--- config.mk ---
export PLATFORM = sky130hd
export DESIGN_NAME = ksa_add_seq
export DESIGN_NICKNAME = d
export VERILOG_FILES = /design/src/rtl/ksa_add_seq.sv
export SDC_FILE = /design/constraint.sdc
export NUM_CORES = 1
export LEC_CHECK = 0
export CAP_MARGIN = 0
export CORE_ASPECT_RATIO = 1.2
export CORE_UTILIZATION = 56
export CTS_CLUSTER_SIZE = 40
export DETAILED_ROUTE_END_ITERATION = 16
export PLACE_DENSITY_LB_ADDON = 0.08
export SYNTH_ARGS = -nofsm -noshare
export SYNTH_HDL_FRONTEND = slang
export SYNTH_SLANG_ARGS = --single-unit
export TNS_END_PERCENT = 5
--- constraint.sdc ---
create_clock -name clk -period 10.66 [get_ports clk]
set_input_delay 3.198 -clock clk [delete_from_list [all_inputs] [get_ports clk]]
set_output_delay 3.198 -clock clk [all_outputs]
set_load 0.005 [all_outputs]
--- src/rtl/ksa_add_seq.sv ---
// ksa_add_seq -- word-serial wide adder/subtractor built around one 32-bit
// Kogge-Stone adder.
//
// The operand is WORDS x 32 bits wide. One word is added per clock, least
// significant word first, and the carry is passed to the next word in a
// register. Subtraction is done as A + ~B + 1. B is inverted when it is
// captured, so the datapath itself always adds.
//
// Ports
//   clk, rst_n         clock; asynchronous active-low reset
//   in_valid/in_ready  request handshake (in_ready = 1 only in IDLE)
//   in_a, in_b         operands, word 0 = bits [31:0]
//   in_cin             carry-in, used only for add
//   in_op              0 = add (A+B+cin), 1 = subtract (A-B)
//   out_valid/out_ready result handshake (out_valid = 1 only in DONE)
//   out_sum, out_cout  result; for subtract, out_cout = 1 means no borrow
//   busy               operation in progress or result waiting (RUN/DONE)

// ksa_32bit -- 32-bit Kogge-Stone parallel-prefix adder with carry-in.
module ksa_32bit (
  input  logic [31:0] a,
  input  logic [31:0] b,
  input  logic        cin,
  output logic [31:0] sum,
  output logic        cout
);

  logic [31:0] p_s;
  logic [31:0] g_s;
  logic [31:0] gn_s;
  logic [31:0] pn_s;

  // Prefix tree: five doubling levels. The carry-in is folded into bit 0's
  // generate, so g_s[i] becomes the carry out of bit i.
  always_comb begin
    p_s     = a ^ b;
    g_s     = a & b;
    g_s[0]  = g_s[0] | (p_s[0] & cin);
    gn_s    = g_s;
    pn_s    = p_s;
    for (int lv = 0; lv < 5; lv++) begin
      for (int i = 0; i < 32; i++) begin
        if (i >= (1 << lv)) begin
          gn_s[i] = g_s[i] | (p_s[i] & g_s[i - (1 << lv)]);
          pn_s[i] = p_s[i] & p_s[i - (1 << lv)];
        end else begin
          gn_s[i] = g_s[i];
          pn_s[i] = p_s[i];
        end
      end
      g_s = gn_s;
      p_s = pn_s;
    end
  end

  // Sum bit i is the bit propagate XOR the carry into bit i.
  always_comb begin
    sum  = (a ^ b) ^ {g_s[30:0], cin};
    cout = g_s[31];
  end

endmodule

module ksa_add_seq #(
  parameter int WORDS = 4
) (
  input  logic                  clk,
  input  logic                  rst_n,
  input  logic                  in_valid,
  output logic                  in_ready,
  input  logic [32*WORDS-1:0]   in_a,
  input  logic [32*WORDS-1:0]   in_b,
  input  logic                  in_cin,
  input  logic                  in_op,
  output logic                  out_valid,
  input  logic                  out_ready,
  output logic [32*WORDS-1:0]   out_sum,
  output logic                  out_cout,
  output logic                  busy
);

  localparam int W  = 32 * WORDS;
  localparam int KW = (WORDS > 1) ? $clog2(WORDS) : 1;
  localparam logic [KW-1:0] K_LAST = KW'(WORDS - 1);

  typedef enum logic [1:0] {
    IDLE = 2'd0,
    RUN  = 2'd1,
    DONE = 2'd2
  } state_t;

  state_t          state_q, state_d;
  logic [KW-1:0]   k_q, k_d;
  logic [W-1:0]    a_q, a_d;
  logic [W-1:0]    b_q, b_d;
  logic            carry_q, carry_d;
  logic [W-1:0]    sum_q, sum_d;
  logic            cout_q, cout_d;

  logic [31:0]     add_a_s;
  logic [31:0]     add_b_s;
  logic [31:0]     add_sum_s;
  logic            add_cout_s;

  // Select word k of both operand registers for the shared adder.
  always_comb begin
    add_a_s = a_q[{k_q, 5'd0} +: 32];
    add_b_s = b_q[{k_q, 5'd0} +: 32];
  end

  ksa_32bit u_ksa (
    .a    (add_a_s),
    .b    (add_b_s),
    .cin  (carry_q),
    .sum  (add_sum_s),
    .cout (add_cout_s)
  );

  // Next-state and datapath update for the IDLE/RUN/DONE sequence.
  always_comb begin
    state_d = state_q;
    k_d     = k_q;
    a_d     = a_q;
    b_d     = b_q;
    carry_d = carry_q;
    sum_d   = sum_q;
    cout_d  = cout_q;
    case (state_q)
      IDLE: begin
        if (in_valid) begin
          a_d     = in_a;
          // Subtract is A + ~B + 1: invert B here, seed the carry with 1.
          b_d     = in_op ? ~in_b : in_b;
          carry_d = in_op ? 1'b1 : in_cin;
          k_d     = '0;
          state_d = RUN;
        end else begin
          state_d = IDLE;
        end
      end
      RUN: begin
        sum_d[{k_q, 5'd0} +: 32] = add_sum_s;
        carry_d                  = add_cout_s;
        if (k_q == K_LAST) begin
          cout_d  = add_cout_s;
          k_d     = '0;
          state_d = DONE;
        end else begin
          k_d     = k_q + KW'(1);
          state_d = RUN;
        end
      end
      DONE: begin
        if (out_ready) begin
          state_d = IDLE;
        end else begin
          state_d = DONE;
        end
      end
      default: begin
        state_d = IDLE;
      end
    endcase
  end

  // State and datapath registers; reset clears everything at once.
  always_ff @(posedge clk or negedge rst_n) begin
    if (!rst_n) begin
      state_q <= IDLE;
      k_q     <= '0;
      a_q     <= '0;
      b_q     <= '0;
      carry_q <= 1'b0;
      sum_q   <= '0;
      cout_q  <= 1'b0;
    end else begin
      state_q <= state_d;
      k_q     <= k_d;
      a_q     <= a_d;
      b_q     <= b_d;
      carry_q <= carry_d;
      sum_q   <= sum_d;
      cout_q  <= cout_d;
    end
  end

  // Handshake and status outputs decode straight from the state register.
  always_comb begin
    in_ready  = (state_q == IDLE);
    out_valid = (state_q == DONE);
    busy      = (state_q == RUN) || (state_q == DONE);
    out_sum   = sum_q;
    out_cout  = cout_q;
  end

endmodule

; ---- After elaboration in Yosys (flattened, before gate mapping)
; Index checks and enable logic that the tools add are counted.
[word_totals]
input_bits = 262
output_inout_bits = 132
register_bits = 390
[op_classes]
n_shift = 4
reduce_logical = 6
bitwise = 362
n_mux = 12
addsub = 2
n_eq_ne = 4
[op_table]
columns = cell, n
row1 = $shiftx A128 B8 Y32, 2
row2 = $and A1 B1 Y1, 228
row3 = $or A1 B1 Y1, 130
row4 = $bwmux W128, 1
row5 = $mux W128, 1
row6 = $not A128 Y128, 1
row7 = $shift A32 B9 Y128 const A, 1
row8 = $shiftx A32 B9 Y128, 1
row9 = $xor A32 B32 Y32, 2
row10 = $and A32 B32 Y32, 1
row11 = $neg A7 Y9, 1
row12 = $mux W2, 4
row13 = $pmux W2 S3, 1
row14 = $reduce_and A2 Y1, 3
row15 = $eq A2 B2 Y1 const B, 2
row16 = $pmux W2 S2, 1
row17 = $mux W1, 3
row18 = $add A2 B1 Y2 const B, 1
row19 = $eq A2 B1 Y1 const B, 1
row20 = $logic_not A2 Y1, 1
row21 = $ne A2 B2 Y1 const B, 1
row22 = $pmux W1 S2, 1
row23 = $reduce_bool A2 Y1, 1
row24 = $logic_or A1 B1 Y1, 1

; ---- Depth between registers and ports, before layout
[logic_depth]
ltp_word = 15
mapped_depth = 14

; ---- Cells and area by module
; From an unflattened synthesis, not the netlist that was laid out.
[hier_totals]
cells_unflattened = 1495
hier_area_um2 = 19170.9
[by_module_without_submodules]
columns = mod, n_inst, area_per_inst_um2, seq_area_each_um2, cells_per_inst
row1 = ksa_add_seq, 1, 17375.4, 9759.4, 1239
row2 = ksa_32bit, 1, 1795.5, 0.0, 256

; ---- Least setup slack after synthesis
; No wires, ideal clock.
[synth_path]
kind = input port to flip-flop
startpoint = input port in_valid
endpoint = register a_q[100]
required_time_ns = 10.535
setup_ns = 0.125
cell_stages = 5
n_path_buf = 3
setup_slack_ns = 5.929
arrival_time_ns = 4.607
cell_sequence = nand2_1 > clkbuf_1 > clkbuf_1 > clkbuf_1 > mux2_2
[synth_between]
elab_chain_len = 1
[synth_rtl]
columns = item, line
row1 = from (decl), 69  ; input logic in_valid,
row2 = $reduce_and A2 Y1 (no line), n/a
row3 = to (signal assigned), 171  ; a_q <= '0;
row4 = to (signal assigned), 179  ; a_q <= a_d;
row5 = to (decl), 94  ; logic [W-1:0] a_q, a_d;
; No other way between the ends.
; A chain may end at the register's enable or synchronous reset.

; ---- Worst setup path in the final report
[layout_path]
startpoint = register k_q[0]
endpoint = register sum_q[46], in the netlist out_sum[46]
[layout_between]
elab_chain_len = 15
word_cells_on_any_way = 353
[layout_rtl]
columns = item, line
row1 = from (decl), 93  ; logic [KW-1:0] k_q, k_d;
row2 = from (signal assigned), 178  ; k_q <= k_d;
row3 = $shiftx A128 B8 Y32 (on tied branches), "107, 108"
row4 = $xor A32 B32 Y32, "36, 58"
row5 = $and A1 B1 Y1, 38  ; g_s[0] = g_s[0] | (p_s[0] & cin);
row6 = $or A1 B1 Y1, 38
row7 = $and A1 B1 Y1, 44  ; gn_s[i] = g_s[i] | (p_s[i] & g_s[i - (1 << lv)]);
row8 = $or A1 B1 Y1, 44
row9 = $and A1 B1 Y1, 44
row10 = $or A1 B1 Y1, 44
row11 = $and A1 B1 Y1, 44
row12 = $or A1 B1 Y1, 44
row13 = $and A1 B1 Y1, 44
row14 = $or A1 B1 Y1, 44
row15 = $xor A32 B32 Y32, 58  ; sum = (a ^ b) ^ {g_s[30:0], cin};
row16 = $shiftx A32 B9 Y128, 142  ; sum_d[{k_q, 5'd0} +: 32] = add_sum_s;
row17 = $bwmux W128 (*), 142
row18 = to (signal assigned), 182  ; sum_q <= sum_d;
row19 = to (decl), 97  ; logic [W-1:0] sum_q, sum_d;
; Mark *: on every way between the ends. The rest lies on a longest branch, timed or not.

==> impl_results.md <==
- Fin area: around 0.024 mm²
- Fill count: about 2300
- Share of layout cells above drive strength 1: 0.150
- Die Y: 201 µm
- Sw frac: 0.426
- Total Neg Setup Slack: 0 ps
- 1st-pass router iterations: 5
- Clk sinks: slightly below 400
- Nets@finish: 2150
- Clock slew at reported path FFs: 60 ps
- Input/output buffers: 393
- Core area: 0.0324 mm²
- Die area: 0.0339 mm²
- Non-Filler Instances: 2283
- Tcrit/Tclk final: 0.508
- Yosys warns: 0
- CTS tree: built
- Fmax: 185 MHz
- Startpoint Class: flip-flop
- Global-route wire length before repair: 76.2 mm
- Crit Reg-Reg Endpoint: out_sum[46]
- Combinational Power Share: 0.551
- Layout area overhead: 29.7%
- Hold slack: about 470 ps
- Clk_lat worst skew: 540 ps
- Sw Pwr: roughly 3700 µW
- Max-cap violations: 0
- Sequential share of power: 0.290
- Slew headroom: 0.229
- # rows: 72
- Arrival @ worst endpoint: approximately 5900 ps
- P_leak: 0.0102 µW
- Post-Syn Area: 0.0185 mm²
- Vias in the first global route: roughly 14000
- Via Count: roughly 13000
- Final min period: about 5400 ps
- Io pins: 394
- Reg2reg setup slack: between 5000 and 6000 ps
- Number of synthesized flops with an enable pin: 0
- H-tree levels: 2
- Status: complete, no violations
- Dpl cells: 2211
- CTS root buf: clkbuf_16
- Crit path max fanout: 39
- GP Congestion: approximately 0.87
- Worst Hold Class: reg -> reg
- Worst min-delay path endpoint: b_q[125]
- Post-CTS Resized: 0
- RSZ-0062 raised after global routing: false
- Critical path class: reg -> reg
- Fin. Hold Viols: 0
- Sequential-to-total area share from yosys stat: 0.526
- Final setup violation count: 0
- GRT overflow: 0
- Post-synth ARST share: 1.00
- Hold-fix buffers, CTS: 0
- Clock buffer depth: 3
- Antenna violations before repair: 6
- Distinct cells, synth: 58
- Synth Area per Inst: 12.3 µm²
- Final WL: roughly 48 mm
- Initial Util: 0.572
- R2r worst-path depth: 11
- Least-Margin Pin Slew: 1160 ps
- Post-Syn Nets: 1811
- Residual DRC: 0
- Antenna viol nets, final: 0
- Clock Power Share: 0.160
- CTS Buf Count: 39
- Internal power: about 5000 µW
- Total power: 8700 µW
- Final slew viol count: 0
- Detailed Route Iter0 Violations: 1003
- Maximum vdd drop: around 280 µV
- Vias per cell: 5.84
- Post-CTS setup buffer count: 0
- Hold Path Depth: 2
- Placed wire-length estimate: 33.9 mm
- Largest net degree at the start of global routing: 202
- HP Start: b_q[125]
- Number of synthesized register bits: a little under 400
- Worst Path Required: 11130 ps
- GRT Overall Usage: 0.291
- Wire length per cell: about 21 µm
- Power Dens Cells: 362 mW/mm²
- Max Clock Skew: 12.6 ps
- Ys flop type: dfrtp_1
- Placed Area: 0.0227 mm²
- Chip Width: 168 µm
- Reg2reg start: k_q[0]
- Gate Count Post-Synth: 1506
- Setup crit end kind: flip-flop
logic make-up after synthesis:
logic type               count (synthesis)  share of synthesized area
multiplexers                           193                      0.156
flip-flops                             390                      0.526
AND/OR/NAND/NOR                        234                     0.0546
AO/OA/AOI/OAI                          366                      0.133
adder cells (fa/ha/maj)                 43                     0.0298
XOR/XNOR                               156                     0.0749
buffers and inverters                  124                     0.0256
state kept, by name (all words and copies together) (netlist names):
signal,cells
state_q,2
out_cout,1
carry_q,1
k_q,2
a_q,128
b_q,128
out_sum,128
power groups by stage:
stage          registers (µW)  clock network (µW)  logic (µW)
2_1_floorplan            2380                   0        3260
3_3_place_gp             2510                   0        4600
3_5_place_dp             2550                   0        4720
4_1_cts                  2520                1410        4760
5_1_grt                  2600                1470        5200
6_report                 2520                1390        4790
critical path: stages (launching register included):
cell and delay, ps:
dfrtp_4 900, buf_4 740, mux4_2 640, fa_1 470, fa_1 500, a211oi_1 340, nor4_1 100, nor2_1 300
and3_1 360, o21ai_0 160, xor2_1 540, a22o_1 240
cell type report:
type	count	area, µm²	area share
Clock buffer	62	1210	0.0505
Multi-Input combinational cell	992	8340	0.347
Tap cell	407	509	0.0212
Inverter	14	52.6	0.00218
Sequential cell	390	9770	0.406
Clock inverter	5	78.8	0.00328
Timing Repair Buffer	408	4080	0.170
Antenna cell	5	12.5	0.000520
cell usage after synthesis, types with 8 or more instances:
cell        n  area share
inv_1      13      0.0026
dfrtp_1   390        0.53
nand4_1     8      0.0027
o21ai_0   141       0.038
a21oi_1    39       0.011
mux4_2     64       0.078
nand3_1    14      0.0038
o21ai_1    11      0.0030
mux2_2    128       0.078
xor2_1      8      0.0038
a21o_1     15      0.0061
nor2_1     12      0.0024
ha_1       41       0.028
nand2_1   166       0.034
clkbuf_1   88       0.018
xnor2_1   145       0.068
buf_1      14      0.0028
a22o_1    120       0.057
buf_2       8      0.0022
metrics by stage:
step,setup WS (ps),util
6_report,5240,0.742
5_1_grt,4890,0.742
4_1_cts,5130,0.741
3_5_place_dp,4770,0.701
3_3_place_gp,4840,0.701
2_1_floorplan,5930,-
worst max path at each step:
stage                        start     endpoint  cells after the start
after floorplan           in_valid     a_q[100]                      5
after global placement    in_valid      a_q[91]                      4
after detailed placement  in_valid     a_q[108]                      4
after CTS                   k_q[0]  out_sum[46]                     11
after global routing        k_q[0]  out_sum[94]                     11
final                       k_q[0]  out_sum[46]                     11
placed cells by master, fill, tap and decap left out, types with 3 or more instances in the layout:
master           count
inv_1               13
nand3_1             14
ha_1                41
or3_1                3
a22o_1             120
o21a_1               4
dfrtp_1            388
a211oi_1             5
o21ai_1             11
clkbuf_8            11
clkbuf_1            10
nand4_1              8
and2_1               3
a41oi_1              3
and3_1               5
o21bai_1             4
a21oi_1             39
nand2b_1             7
clkdlybuf4s50_1    391
a21o_1              15
mux4_2              64
xnor2_1            145
mux2_2             128
nand2_1            165
clkbuf_16           41
buf_4               13
nor2_1              12
o21ai_0            141
xor2_1               8
diode_2              5
o211ai_1             4
metal layers:
metal,up-vias,part of all wire,track usage
li1,6113,-,-
met1,6663,0.41,0.382
met2,486,0.49,0.474
met3,75,0.079,0.0781
met4,2,0.026,0.0896
met5,-,0.00017,0
(Power assumes the default switching activity.)
